File: src/rtl/fft_frame_sequencer_if.sv
// Stream bundle around the FFT frame sequencer: config channel,
// sample input, core input, core output monitor taps and core event.
//
// master : sequencer side (drives cfg_*, s_tready, fft_tdata/tvalid/tlast)
// slave  : environment side (reader, FFT core and its output monitor)
interface fft_frame_sequencer_if #(
    parameter int DATA_W = 32
);
    logic [23:0]       cfg_tdata;
    logic              cfg_tvalid;
    logic              cfg_tready;
    logic [DATA_W-1:0] s_tdata;
    logic              s_tvalid;
    logic              s_tlast;
    logic              s_tready;
    logic [DATA_W-1:0] fft_tdata;
    logic              fft_tvalid;
    logic              fft_tlast;
    logic              fft_tready;
    logic              mon_tvalid;
    logic              mon_tready;
    logic              mon_tlast;
    logic              ev_tlast_err;

    modport master (
        output cfg_tdata, cfg_tvalid, s_tready,
        output fft_tdata, fft_tvalid, fft_tlast,
        input  cfg_tready, s_tdata, s_tvalid, s_tlast,
        input  fft_tready, mon_tvalid, mon_tready, mon_tlast,
        input  ev_tlast_err
    );

    modport slave (
        input  cfg_tdata, cfg_tvalid, s_tready,
        input  fft_tdata, fft_tvalid, fft_tlast,
        output cfg_tready, s_tdata, s_tvalid, s_tlast,
        output fft_tready, mon_tvalid, mon_tready, mon_tlast,
        output ev_tlast_err
    );
endinterface

File: src/rtl/fft_frame_sequencer.sv
// Sequences one capture through a streaming FFT core: one config word,
// then NFRAMES windows of NFFT samples with locally generated tlast.
//
// Ports: clk, arstn (async, active low), start (capture request),
// busy/done/err/err_code status, bus (stream bundle, master side),
// frames_in / frames_out (frames entering / leaving the core).
module fft_frame_sequencer #(
    parameter int          NFFT        = 512,
    parameter int          NFRAMES     = 100,
    parameter int          DATA_W      = 32,
    parameter logic [17:0] SCALE_SCHED = 18'hAAA,
    parameter logic        FWD         = 1'b1,
    parameter int          TIMEOUT     = 4096
) (
    input  logic                           clk,
    input  logic                           arstn,
    input  logic                           start,
    output logic                           busy,
    output logic                           done,
    output logic                           err,
    output logic [1:0]                     err_code,
    fft_frame_sequencer_if.master          bus,
    output logic [$clog2(NFRAMES+1)-1:0]   frames_in,
    output logic [$clog2(NFRAMES+1)-1:0]   frames_out
);
    localparam int FW = $clog2(NFRAMES + 1);
    localparam int CW = (NFFT > 1) ? $clog2(NFFT) : 1;
    localparam int WW = (TIMEOUT > 1) ? $clog2(TIMEOUT) : 1;

    localparam logic [CW-1:0] CNT_LAST = CW'(NFFT - 1);
    localparam logic [FW-1:0] FR_MAX   = FW'(NFRAMES);
    localparam logic [FW-1:0] FR_LAST  = FW'(NFRAMES - 1);
    localparam logic [WW-1:0] WD_LAST  = WW'(TIMEOUT - 1);
    localparam logic [23:0]   CFG_WORD = {5'b0, SCALE_SCHED, FWD};

    typedef enum logic [1:0] {
        IDLE, CONFIG, STREAM, DRAIN
    } state_t;

    state_t state, state_nxt;

    logic [CW-1:0]     cnt;
    logic [WW-1:0]     wd;
    logic [DATA_W-1:0] pass_data;
    logic              gate;
    logic              active;
    logic              start_ok;
    logic              cfg_hs;
    logic              fft_hs;
    logic              mon_hs;
    logic              mon_last_hs;
    logic              last_frame;
    logic              abort;
    logic [1:0]        abort_code;

    assign active      = (state == STREAM) || (state == DRAIN);
    assign start_ok    = (state == IDLE) && start;
    assign cfg_hs      = bus.cfg_tvalid && bus.cfg_tready;
    assign fft_hs      = bus.fft_tvalid && bus.fft_tready;
    assign mon_hs      = active && bus.mon_tvalid && bus.mon_tready;
    assign mon_last_hs = mon_hs && bus.mon_tlast;
    assign last_frame  = fft_hs && bus.fft_tlast && (frames_in == FR_LAST);
    assign abort       = abort_code != 2'd0;

    // Zero-latency gated pass-through; nothing is buffered.
    assign pass_data      = bus.s_tdata;
    assign bus.fft_tdata  = pass_data;
    assign bus.fft_tvalid = bus.s_tvalid && gate;
    assign bus.s_tready   = bus.fft_tready && gate;
    assign bus.fft_tlast  = gate && (cnt == CNT_LAST);
    assign bus.cfg_tdata  = CFG_WORD;

    // Several error sources may fire together: the lowest code wins.
    always_comb begin
        abort_code = 2'd0;
        if (fft_hs && (bus.s_tlast != bus.fft_tlast))
            abort_code = 2'd1;
        else if (active && bus.ev_tlast_err)
            abort_code = 2'd2;
        else if (active && !fft_hs && !mon_hs && (wd == WD_LAST))
            abort_code = 2'd3;
    end

    always_ff @(posedge clk or negedge arstn) begin
        if (!arstn) state <= IDLE;
        else        state <= state_nxt;
    end

    always_comb begin
        state_nxt = state;
        case (state)
            IDLE:   if (start) state_nxt = CONFIG;
            CONFIG: if (cfg_hs) state_nxt = STREAM;
            STREAM: begin
                if (abort)           state_nxt = IDLE;
                else if (last_frame) state_nxt = DRAIN;
            end
            DRAIN: begin
                if (abort)                     state_nxt = IDLE;
                else if (frames_out == FR_MAX) state_nxt = IDLE;
            end
            default: state_nxt = IDLE;
        endcase
    end

    always_comb begin
        busy           = 1'b0;
        bus.cfg_tvalid = 1'b0;
        gate           = 1'b0;
        unique case (1'b1)
            (state == CONFIG): begin
                busy           = 1'b1;
                bus.cfg_tvalid = 1'b1;
            end
            (state == STREAM): begin
                busy = 1'b1;
                gate = 1'b1;
            end
            (state == DRAIN): busy = 1'b1;
            default: ;
        endcase
    end

    always_ff @(posedge clk or negedge arstn) begin
        if (!arstn) begin
            cnt        <= '0;
            wd         <= '0;
            frames_in  <= '0;
            frames_out <= '0;
            err        <= 1'b0;
            err_code   <= 2'd0;
            done       <= 1'b0;
        end else begin
            done <= (state == DRAIN) && !abort && (frames_out == FR_MAX);
            if (start_ok) begin
                cnt        <= '0;
                wd         <= '0;
                frames_in  <= '0;
                frames_out <= '0;
                err        <= 1'b0;
                err_code   <= 2'd0;
            end else begin
                if (fft_hs)
                    cnt <= (cnt == CNT_LAST) ? '0 : cnt + 1'b1;
                if (fft_hs && bus.fft_tlast && (frames_in != FR_MAX))
                    frames_in <= frames_in + 1'b1;
                if (mon_last_hs && (frames_out != FR_MAX))
                    frames_out <= frames_out + 1'b1;
                // Watchdog: any handshake on either side counts as progress.
                if (active)
                    wd <= (fft_hs || mon_hs) ? '0 : wd + 1'b1;
                if (active && abort) begin
                    err      <= 1'b1;
                    err_code <= abort_code;
                end
            end
        end
    end
endmodule
File: src/flat_wrapper.sv
// flat-port wrapper written by rule: the top's interface ports become plain ports
module fft_frame_sequencer_flat 
#(
    parameter int          NFFT        = 512,
    parameter int          NFRAMES     = 100,
    parameter int          DATA_W      = 32,
    parameter logic [17:0] SCALE_SCHED = 18'hAAA,
    parameter logic        FWD         = 1'b1,
    parameter int          TIMEOUT     = 4096
)
  (clk, arstn, start, busy, done, err, err_code, frames_in, frames_out, bus_cfg_tdata, bus_cfg_tvalid, bus_s_tready, bus_fft_tdata, bus_fft_tvalid, bus_fft_tlast, bus_cfg_tready, bus_s_tdata, bus_s_tvalid, bus_s_tlast, bus_fft_tready, bus_mon_tvalid, bus_mon_tready, bus_mon_tlast, bus_ev_tlast_err);
  fft_frame_sequencer_if #(.DATA_W(DATA_W)) bus_i ();
  input  logic clk;
  input  logic arstn;
  input  logic start;
  output logic busy;
  output logic done;
  output logic err;
  output logic [1:0] err_code;
  output logic [$clog2(NFRAMES+1)-1:0] frames_in;
  output logic [$clog2(NFRAMES+1)-1:0] frames_out;
  output wire logic [$bits(bus_i.cfg_tdata)-1:0] bus_cfg_tdata;
  output wire logic [$bits(bus_i.cfg_tvalid)-1:0] bus_cfg_tvalid;
  output wire logic [$bits(bus_i.s_tready)-1:0] bus_s_tready;
  output wire logic [$bits(bus_i.fft_tdata)-1:0] bus_fft_tdata;
  output wire logic [$bits(bus_i.fft_tvalid)-1:0] bus_fft_tvalid;
  output wire logic [$bits(bus_i.fft_tlast)-1:0] bus_fft_tlast;
  input wire logic [$bits(bus_i.cfg_tready)-1:0] bus_cfg_tready;
  input wire logic [$bits(bus_i.s_tdata)-1:0] bus_s_tdata;
  input wire logic [$bits(bus_i.s_tvalid)-1:0] bus_s_tvalid;
  input wire logic [$bits(bus_i.s_tlast)-1:0] bus_s_tlast;
  input wire logic [$bits(bus_i.fft_tready)-1:0] bus_fft_tready;
  input wire logic [$bits(bus_i.mon_tvalid)-1:0] bus_mon_tvalid;
  input wire logic [$bits(bus_i.mon_tready)-1:0] bus_mon_tready;
  input wire logic [$bits(bus_i.mon_tlast)-1:0] bus_mon_tlast;
  input wire logic [$bits(bus_i.ev_tlast_err)-1:0] bus_ev_tlast_err;
  assign bus_cfg_tdata = bus_i.cfg_tdata;
  assign bus_cfg_tvalid = bus_i.cfg_tvalid;
  assign bus_s_tready = bus_i.s_tready;
  assign bus_fft_tdata = bus_i.fft_tdata;
  assign bus_fft_tvalid = bus_i.fft_tvalid;
  assign bus_fft_tlast = bus_i.fft_tlast;
  assign bus_i.cfg_tready = bus_cfg_tready;
  assign bus_i.s_tdata = bus_s_tdata;
  assign bus_i.s_tvalid = bus_s_tvalid;
  assign bus_i.s_tlast = bus_s_tlast;
  assign bus_i.fft_tready = bus_fft_tready;
  assign bus_i.mon_tvalid = bus_mon_tvalid;
  assign bus_i.mon_tready = bus_mon_tready;
  assign bus_i.mon_tlast = bus_mon_tlast;
  assign bus_i.ev_tlast_err = bus_ev_tlast_err;
  fft_frame_sequencer #(.NFFT(NFFT), .NFRAMES(NFRAMES), .DATA_W(DATA_W), .SCALE_SCHED(SCALE_SCHED), .FWD(FWD), .TIMEOUT(TIMEOUT)) u_core (.clk(clk), .arstn(arstn), .start(start), .busy(busy), .done(done), .err(err), .err_code(err_code), .bus(bus_i), .frames_in(frames_in), .frames_out(frames_out));
endmodule
File: config.mk
export PLATFORM = sky130hd
export DESIGN_NAME = fft_frame_sequencer_flat
export DESIGN_NICKNAME = d
export VERILOG_FILES = /design/src/rtl/fft_frame_sequencer_if.sv /design/src/rtl/fft_frame_sequencer.sv /design/src/flat_wrapper.sv
export SDC_FILE = /design/constraint.sdc
export NUM_CORES = 1
export LEC_CHECK = 0
export ABC_AREA = 1
export CAP_MARGIN = 20
export CORE_MARGIN = 2
export CORE_UTILIZATION = 43
export CTS_CLUSTER_DIAMETER = 150
export DETAILED_ROUTE_END_ITERATION = 8
export GPL_ROUTABILITY_DRIVEN = 0
export PLACE_DENSITY = 0.81
export SYNTH_ARGS = -nofsm -noshare
export SYNTH_HDL_FRONTEND = slang
export SYNTH_SLANG_ARGS = --single-unit
File: constraint.sdc
create_clock -name clk -period 2.12 [get_ports clk]
set_input_delay 0.212 -clock clk [delete_from_list [all_inputs] [get_ports clk]]
set_output_delay 0.212 -clock clk [all_outputs]
set_load 0.02 [all_outputs]
==> Word-level counts from Yosys, hierarchy flattened <==
Cells that the tools add are included.
{ "word_totals": {"out_inout_bits": 79, "mem_bits_rw": 0, "elab_cells": 88, "romBits": 0, "reg_bits": 41, "latch_bits": 0, "n_memories": 0} }
{ "classes": {"addsub": 4, "n_eq_ne": 14, "muxes": 27, "multipliers": 0, "n_bitwise": 0, "n_reduce_logical": 35, "n_lt_le_gt_ge": 0, "n_shift": 0, "div_mod_pow": 0} }
{ "ops": {"columns": ["operator", "n"], "rows": [
  ["$mux W12", 3],
  ["$mux W7", 4],
  ["$mux W9", 3],
  ["$mux W2", 11],
  ["$logic_and A1 B1 Y1", 21],
  ["$add A7 B1 Y7 const B", 2],
  ["$eq A7 B7 Y1 const B", 2],
  ["$ne A7 B7 Y1 const B", 2],
  ["$add A12 B1 Y12 const B", 1],
  ["$eq A12 B12 Y1 const B", 1],
  ["$reduce_bool A2 Y1", 6],
  ["$add A9 B1 Y9 const B", 1],
  ["$eq A9 B9 Y1 const B", 1],
  ["$pmux W2 S4", 1],
  ["$mux W1", 5],
  ["$eq A2 B2 Y1 const B", 2],
  ["$reduce_and A4 Y1", 1],
  ["$logic_not A1 Y1", 3],
  ["$ne A3 B1 Y1 const B", 1],
  ["$ne A3 B2 Y1 const B", 1],
  ["$reduce_or A3 Y1", 1],
  ["$eq A2 B1 Y1 const B", 1],
  ["$logic_not A2 Y1", 1],
  ["$logic_or A1 B1 Y1", 2],
  ["3 further kinds", 3]
]} }

==> Longest topological paths before layout <==
Gate-level depths: netlist of run 1.
{ "depth": {"word_depth": 15, "mapped_depth": 15, "ltp_nobuf": 15} }

==> Worst setup path after synthesis of run 1 <==
OpenSTA, ideal clock, no wires.
{ "synth_path": {"path_kind": "register to register", "start": "register u_core.cnt[0]", "end": "register u_core.state[0]", "required_time_ns": 2.003, "slack_ns": 0.165, "setup_time_ns": 0.117, "path_stages_with_launch": 16, "synth_period_minus_slack_ns": 1.955, "n_path_buf": 0, "arrival_time_ns": 1.838, "cell_sequence": "dfrtp_1 > ha_1 > nand3_1 > nor2_1 > nand3_1 > nor2_1 > ha_1 > nand2_1 > nand2_1 > nand2_1 > nor2_1 > nor2_4 > nand3_2 > nand2_1 > nand2_1 > nand2_1"} }
{ "synth_between": {"elab_chain_cells": 8} }
{ "synth_rtl": {"columns": ["item", "line", "source"], "rows": [
  ["start, declared", "fft_frame_sequencer.sv:42", "logic [CW-1:0] cnt;"],
  ["start signal, assigned", "fft_frame_sequencer.sv:144", "cnt <= (cnt == CNT_LAST) ? '0 : cnt + 1'b1;"],
  ["$eq A9 B9 Y1 (*)", "fft_frame_sequencer.sv:70", "assign bus.fft_tlast = gate && (cnt == CNT_LAST);"],
  ["$logic_and A1 B1 Y1 (*)", "fft_frame_sequencer.sv:70", null],
  ["$ne A1 B1 Y1", "fft_frame_sequencer.sv:76", "if (fft_hs && (bus.s_tlast != bus.fft_tlast))"],
  ["$logic_and A1 B1 Y1", "fft_frame_sequencer.sv:76", null],
  ["$mux W2", "fft_frame_sequencer.sv:76", null],
  ["$reduce_bool A2 Y1", "fft_frame_sequencer.sv:63", "assign abort = abort_code != 2'd0;"],
  ["$ne A3 B1 Y1 (no source line), or another cell as far along", null, null],
  ["$reduce_and A4 Y1 (no source line) or $pmux W2 S4 (tied branches)", null, null],
  ["end signal, assigned", "fft_frame_sequencer.sv:86", "else state <= state_nxt;"],
  ["end, declared", "fft_frame_sequencer.sv:40", "state_t state, state_nxt;"]
]} }
Every way passes the cells marked *; elsewhere a longest branch is shown, timed or not.
A chain may end at the register's enable or synchronous reset.

==> Worst setup path after layout of run 1 <==
{ "layout_path": {"start": "register u_core.cnt[1]", "end": "register u_core.frames_in[3]"} }
{ "layout_between": {"elab_chain_cells": 5} }
{ "layout_rtl": {"columns": ["item", "line", "source"], "rows": [
  ["$eq A9 B9 Y1", "fft_frame_sequencer.sv:70", null],
  ["$logic_and A1 B1 Y1", "fft_frame_sequencer.sv:70", null],
  ["$logic_and A1 B1 Y1 (2 in series)", "fft_frame_sequencer.sv:145", "if (fft_hs && bus.fft_tlast && (frames_in != FR_MAX))"],
  ["$reduce_bool A2 Y1 (no source line)", null, null],
  ["end signal, assigned", "fft_frame_sequencer.sv:146", "frames_in <= frames_in + 1'b1;"],
  ["end, declared", "fft_frame_sequencer.sv:23", "output logic [$clog2(NFRAMES+1)-1:0] frames_in,"]
]} }
No other way between the ends.

==> impl_metrics.toml, run 1 <==
[status]
outcome = "completed"

[critical_path]
endpoint_kind = "flop"
cp-startpoint = "u_core.cnt[1]"
start_kind = "flop"
setup.worst_path.end = "u_core.frames_in[3]"
crit_chain = "ha_4 > nand3_2 > nor2_2 > nand3_1 > nor2_1 > ha_2 > buf_6 > inv_4 > nor2_4 > o21ai_4 > nand2_1 > nand4_1 > o21ai_0"
slowest_delay_ns = 0.41
crit_arrival_ns = 2.24
critPathMaxFanout = 7
critical_path_class = "flop to flop"
r2r-end = "u_core.frames_in[3]"
crit_required_ns = 2.33
reg2reg_depth = 13
ff2ff_setup_slack_ns = 0.09
crit_slowest_cell = "dfrtp_1"
r2r_start = "u_core.cnt[1]"

[die]
rows = 29
die_w_um = 85.2
fp.dieH_um = 85.2
start_util_pct = 44.6
num_io_pins = 122
die-area_um2 = 7260
coreArea_um2 = 6350

[clocking]
cts_tree = "done"
cts_buffers = 5
cts-root-buf = "clkbuf_8"
h-tree-depth = 2
cts_buffer_depth = 2
clkLatencyLatePin_ns = 0.30
clkTransAtPathRegs_ns = 0.09
clock_sinks = 41

[global_route]
grt_max_degree = 24
grt_pass1_wl_um = 9160
antenna_found_initial = 0
grt_overflow = 0
grt_pass1_vias = 2030
grt_use_total_pct = 15.5

[pwr]
p_int_mw = 1.64
leakagePower_nw = 1.44
comb_power_share_pct = 44.2
peakVddDrop_uv = 559
power.switching_mw = 1.23
p_clk_share_pct = 17.3
pwr-share-seq_pct = 38.5
powerDensity_nw_per_um2 = 929
swShare_pct = 42.8

[cells_and_area]
seq_area_um2 = 1030
multi_input_area_um2 = 1300
fillers = 568
final_core_util_pct = 48.6
drive_above_1_share_pct = 13.2
area_delta_synth_final_pct = 8.79
fin_nets = 420
diodes = 0

[place]
io_buffers = 33
hpwl_um = 4180

[drt]
vias = 2246
viasPerCell = 5.01
firstDrtPassIters = 5
wire_per_inst_um = 12.4
drtAntennaViolNets = 0
drtIter0Drc = 129
drt_wl_total_um = 5540
post-route-drc-count = 0

[sta]
grt_setup_unrepaired = "yes"
holdWs_ns = 0.413
period_share_pct = 95.7
finalCriticalPeriod_ns = 2.03
tightest_slew_ns = 0.531
hold_viol = 0
slew_headroom_pct = 64.6
final.setup_skew_ns = 0.0141
setup_viol = 0
slew_viol_final = 0
fmax_ghz = 0.493

[synthesis]
synth-seq-area-share_pct = 36.2
synth-seq-cells = 41
synth_area_leaders = "dfrtp_1, buf_4, nand2_1"
syn-cell-area_um2 = 2830
synth_top_area_share_pct = 36.2
yosys.area.top_type = "dfrtp_1"
yosysUniqueCellTypes = 40
yosysWarnings = 0
syn_area_per_cell_um2 = 7.89
synthCells = 359

[hold_path]
hold_path_class = "input port to async pin"

[flow_run]
drv_cap = 0
==> routing by layer <==
layer	GRT usage, %	share of wire, %	vias up
met3	3.21	4.9	8
met4	6.20	1.6	0
met1	18.9	42	1071
li1	-	-	1098
met2	26.8	52	69
met5	0	0	-
==> cell usage after synthesis, drive strengths merged <==
cell type  instances
dfrtp             41
xnor2              2
nor3              10
a22o               2
a31o               1
a2bb2oi            1
a21boi             1
nand3             24
o31ai              2
a31oi              2
a21oi              9
nand2             59
nor2              37
nand4              6
o211ai             1
o22ai              3
and3               1
buf               58
or2                3
a32o               2
inv               51
o21ai             27
ha                 7
conb               2
xor2               7
==> worst min path at each step <==
stage | start | cells past startpoint | to | slack [ns]
4_1_cts | arstn | 2 | u_core.wd[1] | 0.42
2_1_floorplan | arstn | 0 | u_core.cnt[0] | -0.08
5_1_grt | bus_s_tdata[23] | 0 | bus_fft_tdata[23] | 0.42
3_3_place_gp | arstn | 1 | u_core.cnt[0] | 0.21
6_report | arstn | 2 | u_core.cnt[6] | 0.41
3_5_place_dp | arstn | 1 | u_core.cnt[2] | 0.22
==> cell type report <==
class | instances | area share (%)
inverters | 51 | 6.45
repair buffers | 40 | 12.3
flip-flops and latches | 41 | 33.3
well taps | 77 | 3.12
clock buffers | 6 | 2.35
clock inverters | 2 | 0.325
multi-input cells | 231 | 42.2
==> cells by family (layout without fill, tap and decap cells) <==
family | Yosys count | after routing | synth area share [%]
AOI/OAI and AO/OA | 51 | 51 | 10.7
xor gates and xnor gates | 9 | 9 | 2.78
adders and majority gates | 7 | 7 | 3.09
buffers and inverters | 109 | 99 | 22.3
DFF | 41 | 41 | 36.2
other | 2 | 24 | 0.265
and+or+nand+nor | 140 | 140 | 24.6
==> registers in the layout, indices dropped and copies added (netlist names) <==
register           count
u_core.cnt             9
u_core.err_code        2
u_core.state           2
u_core.frames_in       7
u_core.err             1
u_core.done            1
u_core.frames_out      7
u_core.wd             12
==> layout by cell type, fill, tap and decap left out, drive strengths merged, types with 6 or more instances in the layout <==
cell type,n
nand2,59
inv,51
dfrtp,41
nor2,37
clkdlybuf4s50,31
o21ai,27
conb,24
nand3,24
nor3,10
a21oi,9
buf,8
xor2,7
ha,7
nand4,6
clkbuf,6
==> worst max-delay path: cells and delay by family, from the launching register on <==
family | cells | cell delay (ns)
flops | 1 | 0.41
compound gates | 2 | 0.20
fa+ha+maj | 2 | 0.37
simple gates | 7 | 0.81
buf+inv | 2 | 0.15
==> timing repair <==
action                                  CTS  global route
resized for setup                         5            13
endpoints found under the hold margin    21             0
endpoints found under the setup margin    2            12
hold buffers                              1             0
buffers inserted                          0             1
pin swaps                                 0             2
==> stage by stage <==
step	cell area (um^2)	setup TNS (ns)	setup slack (ns)	std cells	total power [mW]
4_1_cts	3050	0	0.00960	447	2.86
3_5_place_dp	2940	-0.00929	-0.00929	438	2.35
2_1_floorplan	2920	0	0.165	381	2.06
3_3_place_gp	2940	0	0.0635	438	2.32
5_1_grt	3080	-0.330	-0.0825	448	3.07
6_report	3080	0	0.0921	448	2.86
==> power groups by stage <==
stage | logic (mW) | registers [mW] | clock network [mW]
2_1_floorplan | 0.917 | 1.14 | 0
3_3_place_gp | 1.21 | 1.10 | 0
3_5_place_dp | 1.25 | 1.11 | 0
4_1_cts | 1.25 | 1.09 | 0.517
5_1_grt | 1.40 | 1.13 | 0.544
6_report | 1.27 | 1.10 | 0.496
No activity file was read; power rests on OpenSTA's default activity.
==> run 2: changes to the inputs <==
- TNS_END_PERCENT: default -> 30
==> run 2 against run 1 <==
First-iteration DRC count up 16%. Combinational power about the same. Die area unchanged. Sequential share of layout area up 0.22 points.
==> impl_metrics.toml, run 2 (synthesized netlist as in run 1, its figures left out) <==
[die]
fp.dieH_um = 85.2
coreArea_um2 = 6350
die_w_um = 85.2
start_util_pct = 44.6
rows = 29
num_io_pins = 122
die-area_um2 = 7260

[critical_path]
crit_top_cell = "nand3_1"
critPathMaxFanout = 3
critical_path_class = "flop to output pin"
crit_slowest_cell = "dfrtp_1"
start_kind = "flop"
critical_path.top_delay_family = "simple AND/OR/NAND/NOR gates"
endpoint_kind = "output pin"
crit_chain = "ha_2 > nand3_1 > nor2_2 > nand3_1 > nor2_1 > ha_1 > nand2_1 > inv_1 > clkdlybuf4s15_2"
crit_arrival_ns = 1.86
slowest_delay_ns = 0.38
crit_buf_inv = 2
crit_required_ns = 1.91

[pwr]
powerDensity_nw_per_um2 = 931
finalPower_mw = 2.85
peakVddDrop_uv = 563
leakagePower_nw = 1.43

[clocking]
cts_tree = "done"
clock_sinks = 41
cts-root-buf = "clkbuf_8"
clkTransAtPathRegs_ns = 0.08
cts_buffers = 5
clkLatencyLatePin_ns = 0.30
h-tree-depth = 2
cts_buffer_depth = 2

[drt]
drtIter0Drc = 150
vias = 2230
post-route-drc-count = 0
drt_wl_total_um = 5470
drtAntennaViolNets = 0
viasPerCell = 4.98
firstDrtPassIters = 4
wire_per_inst_um = 12.2

[global_route]
antenna_found_initial = 0
grt_use_total_pct = 15.5
grt_pass1_wl_um = 9160
grt_max_degree = 24
grt_overflow = 0
grt_pass1_vias = 2030

[cells_and_area]
final_cells = 448
layout_common_cells = "nand2_1, inv_1, dfrtp_1, clkdlybuf4s50_1, nor2_1"
fillers = 572
area_delta_synth_final_pct = 8.08
fin_area_um2 = 3060
top_regs = "u_core.wd x12, u_core.cnt x9"
drive_above_1_share_pct = 12.1
fin_nets = 420
diodes = 0
final_core_util_pct = 48.2
largest_register_ffs = 12
top_register = "u_core.wd"
final_common_cell = "nand2_1"

[sta]
grt_setup_unrepaired = "yes"
holdWs_ns = 0.413
period_share_pct = 97.7
final.setup_skew_ns = 0.0149
slew_viol_final = 0
setup_viol = 0
finalCriticalPeriod_ns = 2.07
slew_headroom_pct = 64.8
fmax_ghz = 0.483
tightest_slew_ns = 0.528
hold_viol = 0

[place]
hpwl_um = 4180
placed_cells = 438
io_buffers = 33
placed_cell_area_um2 = 2940

[hold_path]
hold_path_class = "input port to async pin"

[status]
outcome = "completed"

[flow_run]
drv_cap = 0
-- run 2: cell types whose count changed in the layout (fill, tap and decap cells not counted), sizes merged --
| cell | delta |
|---|---|
| buf | -1 |
| clkdlybuf4s15 | +1 |
-- run 2: layout make-up --
cell class              instances  area [um^2]  area share, %
clock inverters                 2         10.0          0.327
inverters                      51          196           6.41
well taps                      77         96.3           3.15
multi-input cells             231         1280           41.8
repair buffers                 40          382           12.5
flip-flops and latches         41         1030           33.5
clock buffers                   6         72.6           2.37
-- run 2: what timing repair did --
| item | CTS | global route |
|---|---|---|
| setup buffers | 0 | 1 |
| hold buffers | 1 | 0 |
| resized for setup | 5 | 4 |
| endpoints found under the hold margin | 21 | 0 |
| setup endpoints to repair | 2 | 12 |
| pin swaps | 0 | 1 |
| cloned | 0 | 0 |
-- run 2: path summary, 6_finish.rpt --
path                                  from             endpoint  slack, ns  cells past startpoint
max in group asynchronous            arstn  u_core.frames_in[2]       1.12                      3
min in group clk           bus_s_tdata[10]    bus_fft_tdata[10]       0.42                      0
max reg2reg                  u_core.cnt[1]  u_core.frames_in[4]       0.07                     13
max                          u_core.cnt[1]        bus_fft_tlast       0.05                      9
min reg2reg                     u_core.err           u_core.err       0.51                      2
min                                  arstn        u_core.cnt[6]       0.41                      2
-- run 2: worst reg2reg max path, stage by stage, from the launching register on --
cell	delay, ns
dfrtp_1	0.38
ha_2	0.20
nand3_1	0.11
nor2_2	0.11
nand3_1	0.09
nor2_1	0.10
ha_1	0.17
buf_4	0.12
inv_1	0.06
nor2_4	0.13
o21ai_4	0.11
nor3_2	0.15
o21ai_0	0.11
a21oi_1	0.14
-- run 2: per-layer routing --
| metal | track usage, % | part of all wire [%] | wire length (um) |
|---|---|---|---|
| met4 | 6.20 | 1.6 | 87 |
| met5 | 0 | 0 | 0 |
| met1 | 18.9 | 42 | 2310 |
| met3 | 3.21 | 4.7 | 258 |
| met2 | 26.8 | 52 | 2820 |
-- run 2: where the power goes --
| group | internal, mW | switching (mW) | leakage [nW] |
|---|---|---|---|
| sequential | 0.933 | 0.163 | 0.556 |
| clock | 0.228 | 0.268 | 0.0450 |
| combinational | 0.473 | 0.787 | 0.834 |
-- run 2: stage by stage --
| step | setup slack, ns | setup TNS, ns |
|---|---|---|
| after floorplan | 0.165 | 0 |
| after global placement | 0.0635 | 0 |
| after detailed placement | -0.00929 | -0.00929 |
| after CTS | 0.00960 | 0 |
| after global routing | -0.151 | -0.767 |
| final | 0.0481 | 0 |
==> run 3: changes to the inputs <==
- CORE_MARGIN: 2 -> default
==> run 3 against run 2 <==
First-iteration DRC count shrank 36%. Maximum frequency shrank 1.9%. Die area shrank 4.6%. Final cell count is the same. Combinational power is essentially flat. Register-to-register slack lost 0.06 ns. Critical endpoint is now u_core.frames_in[4].
==> impl_metrics.toml, run 3 (synthesized netlist as in run 1, its figures left out) <==
[critical_path]
crit_top_cell = "ha_2"
crit_required_ns = 2.30
cp-startpoint = "u_core.cnt[1]"
r2r-end = "u_core.frames_in[4]"
endpoint_kind = "flop"
reg2reg_depth = 13
start_kind = "flop"
crit_chain = "ha_2 > nand3_2 > nor2_2 > nand3_1 > nor2_1 > ha_2 > buf_6 > inv_2 > nor2_4 > o21ai_4 > nor3_2 > buf_4 > a21oi_2"
critical_path_class = "flop to flop"
crit_arrival_ns = 2.30
ff2ff_setup_slack_ns = 0.007
setup.worst_path.end = "u_core.frames_in[4]"
slowest_delay_ns = 0.37
r2r_start = "u_core.cnt[1]"
critPathMaxFanout = 7
crit_slowest_cell = "dfrtp_1"

[global_route]
grt_max_degree = 42
grt_overflow = 0
grt_pass1_wl_um = 9340
antenna_found_initial = 0
grt_use_total_pct = 16.4
grt_pass1_vias = 2096

[die]
rows = 29
start_util_pct = 44.6
die-area_um2 = 6920
die_w_um = 83.2
num_io_pins = 122
fp.dieH_um = 83.2
coreArea_um2 = 6350

[clocking]
cts-root-buf = "clkbuf_8"
clkLatencyLatePin_ns = 0.30
clkTransAtPathRegs_ns = 0.07
cts_buffer_depth = 2
cts_buffers = 5
clock_sinks = 41
hold_buffers = 0
cts_tree = "done"
h-tree-depth = 2

[place]
placed_cells = 436
io_buffers = 33
hpwl_um = 4040

[sta]
period_share_pct = 99.7
holdWs_ns = 0.0573
finalCriticalPeriod_ns = 2.11
tightest_slew_ns = 0.925
setup_viol = 0
tns_ns = 0
grt_setup_unrepaired = "yes"
fmax_ghz = 0.473
slew_viol_final = 0
final.setup_skew_ns = 0.00968
slew_headroom_pct = 38.3
hold_viol = 0

[status]
outcome = "completed"

[drt]
vias = 2230
drt_wl_total_um = 5560
wire_per_inst_um = 12.4
viasPerCell = 4.98
drtAntennaViolNets = 0
firstDrtPassIters = 4
drtIter0Drc = 96
post-route-drc-count = 0

[cells_and_area]
final_core_util_pct = 48.6
layout_common_cells = "nand2_1, inv_1, dfrtp_1, clkdlybuf4s50_1, nor2_1"
area_delta_synth_final_pct = 8.87
top_register = "u_core.wd"
largest_register_ffs = 12
drive_above_1_share_pct = 13.7
final_cells = 448
diodes = 0
fin_nets = 421
top_regs = "u_core.wd x12, u_core.cnt x9"
final_common_cell = "nand2_1"

[pwr]
finalPower_mw = 2.89
powerDensity_nw_per_um2 = 938
leakagePower_nw = 1.44
peakVddDrop_uv = 535

[flow_run]
drv_cap = 0

[hold_path]
hold_path_class = "input port to async pin"
[run 3: cell count changes in the layout (fill, tap and decap cells not counted), sizes merged]
cell / previous run / this run
buf: 7 / 10
clkbuf: 6 / 7
clkdlybuf4s15: 1 / 0
clkinv: 2 / 0
dlygate4sd3: 1 / 0
[run 3: layout make-up]
| type | count | area [um^2] |
|---|---|---|
| Clock buffer | 7 | 86.3 |
| Sequential cell | 41 | 1030 |
| Tap cell | 77 | 96.3 |
| Multi-Input combinational cell | 231 | 1290 |
| Timing Repair Buffer | 41 | 387 |
| Fill cell | 577 | 3260 |
| Inverter | 51 | 196 |
[run 3: power by group]
group | total (mW) | internal (mW) | switching (mW) | leakage [nW]
clock | 0.516 | 0.258 | 0.258 | 0.0443
sequential | 1.10 | 0.933 | 0.170 | 0.556
combinational | 1.27 | 0.472 | 0.802 | 0.839
[run 3: how the worst min path moves through the flow]
stage / endpoint / slack [ns] / cells after the start
after CTS: u_core.cnt[8] / 0.09 / 1
after global routing: u_core.cnt[0] / 0.13 / 1
after detailed placement: u_core.cnt[0] / 0.40 / 1
after floorplan: u_core.cnt[0] / -0.08 / 0
after global placement: u_core.cnt[1] / 0.39 / 1
final: u_core.cnt[0] / 0.06 / 1
[run 3: critical path, delay by kind of cell (launching register included)]
kind | cells | cell delay, ns
fa+ha+maj | 2 | 0.41
simple gates | 6 | 0.80
buf+inv | 3 | 0.27
flops | 1 | 0.37
compound gates | 2 | 0.15
[run 3: timing repair]
item / in CTS / in global routing
gates resized for setup: 3 / 15
setup endpoints to repair: 3 / 13
pin swaps: 0 / 6
setup buffers: 0 / 5
[run 3: per-stage QoR]
step | worst slack, ns | cell area [um^2]
finish | 0.00709 | 3090
global route | -0.105 | 3090
CTS | -0.00149 | 3010
detailed placement | -0.00866 | 2920
global placement | 0.0497 | 2920
floorplan | 0.165 | 2920
[run 3: routing by layer]
layer,track usage (%),up-vias,wire (um)
met5,0,-,0
met4,6.58,0,114
met3,3.58,9,226
met2,28.0,57,2860
met1,20.1,1062,2360
li1,-,1102,-
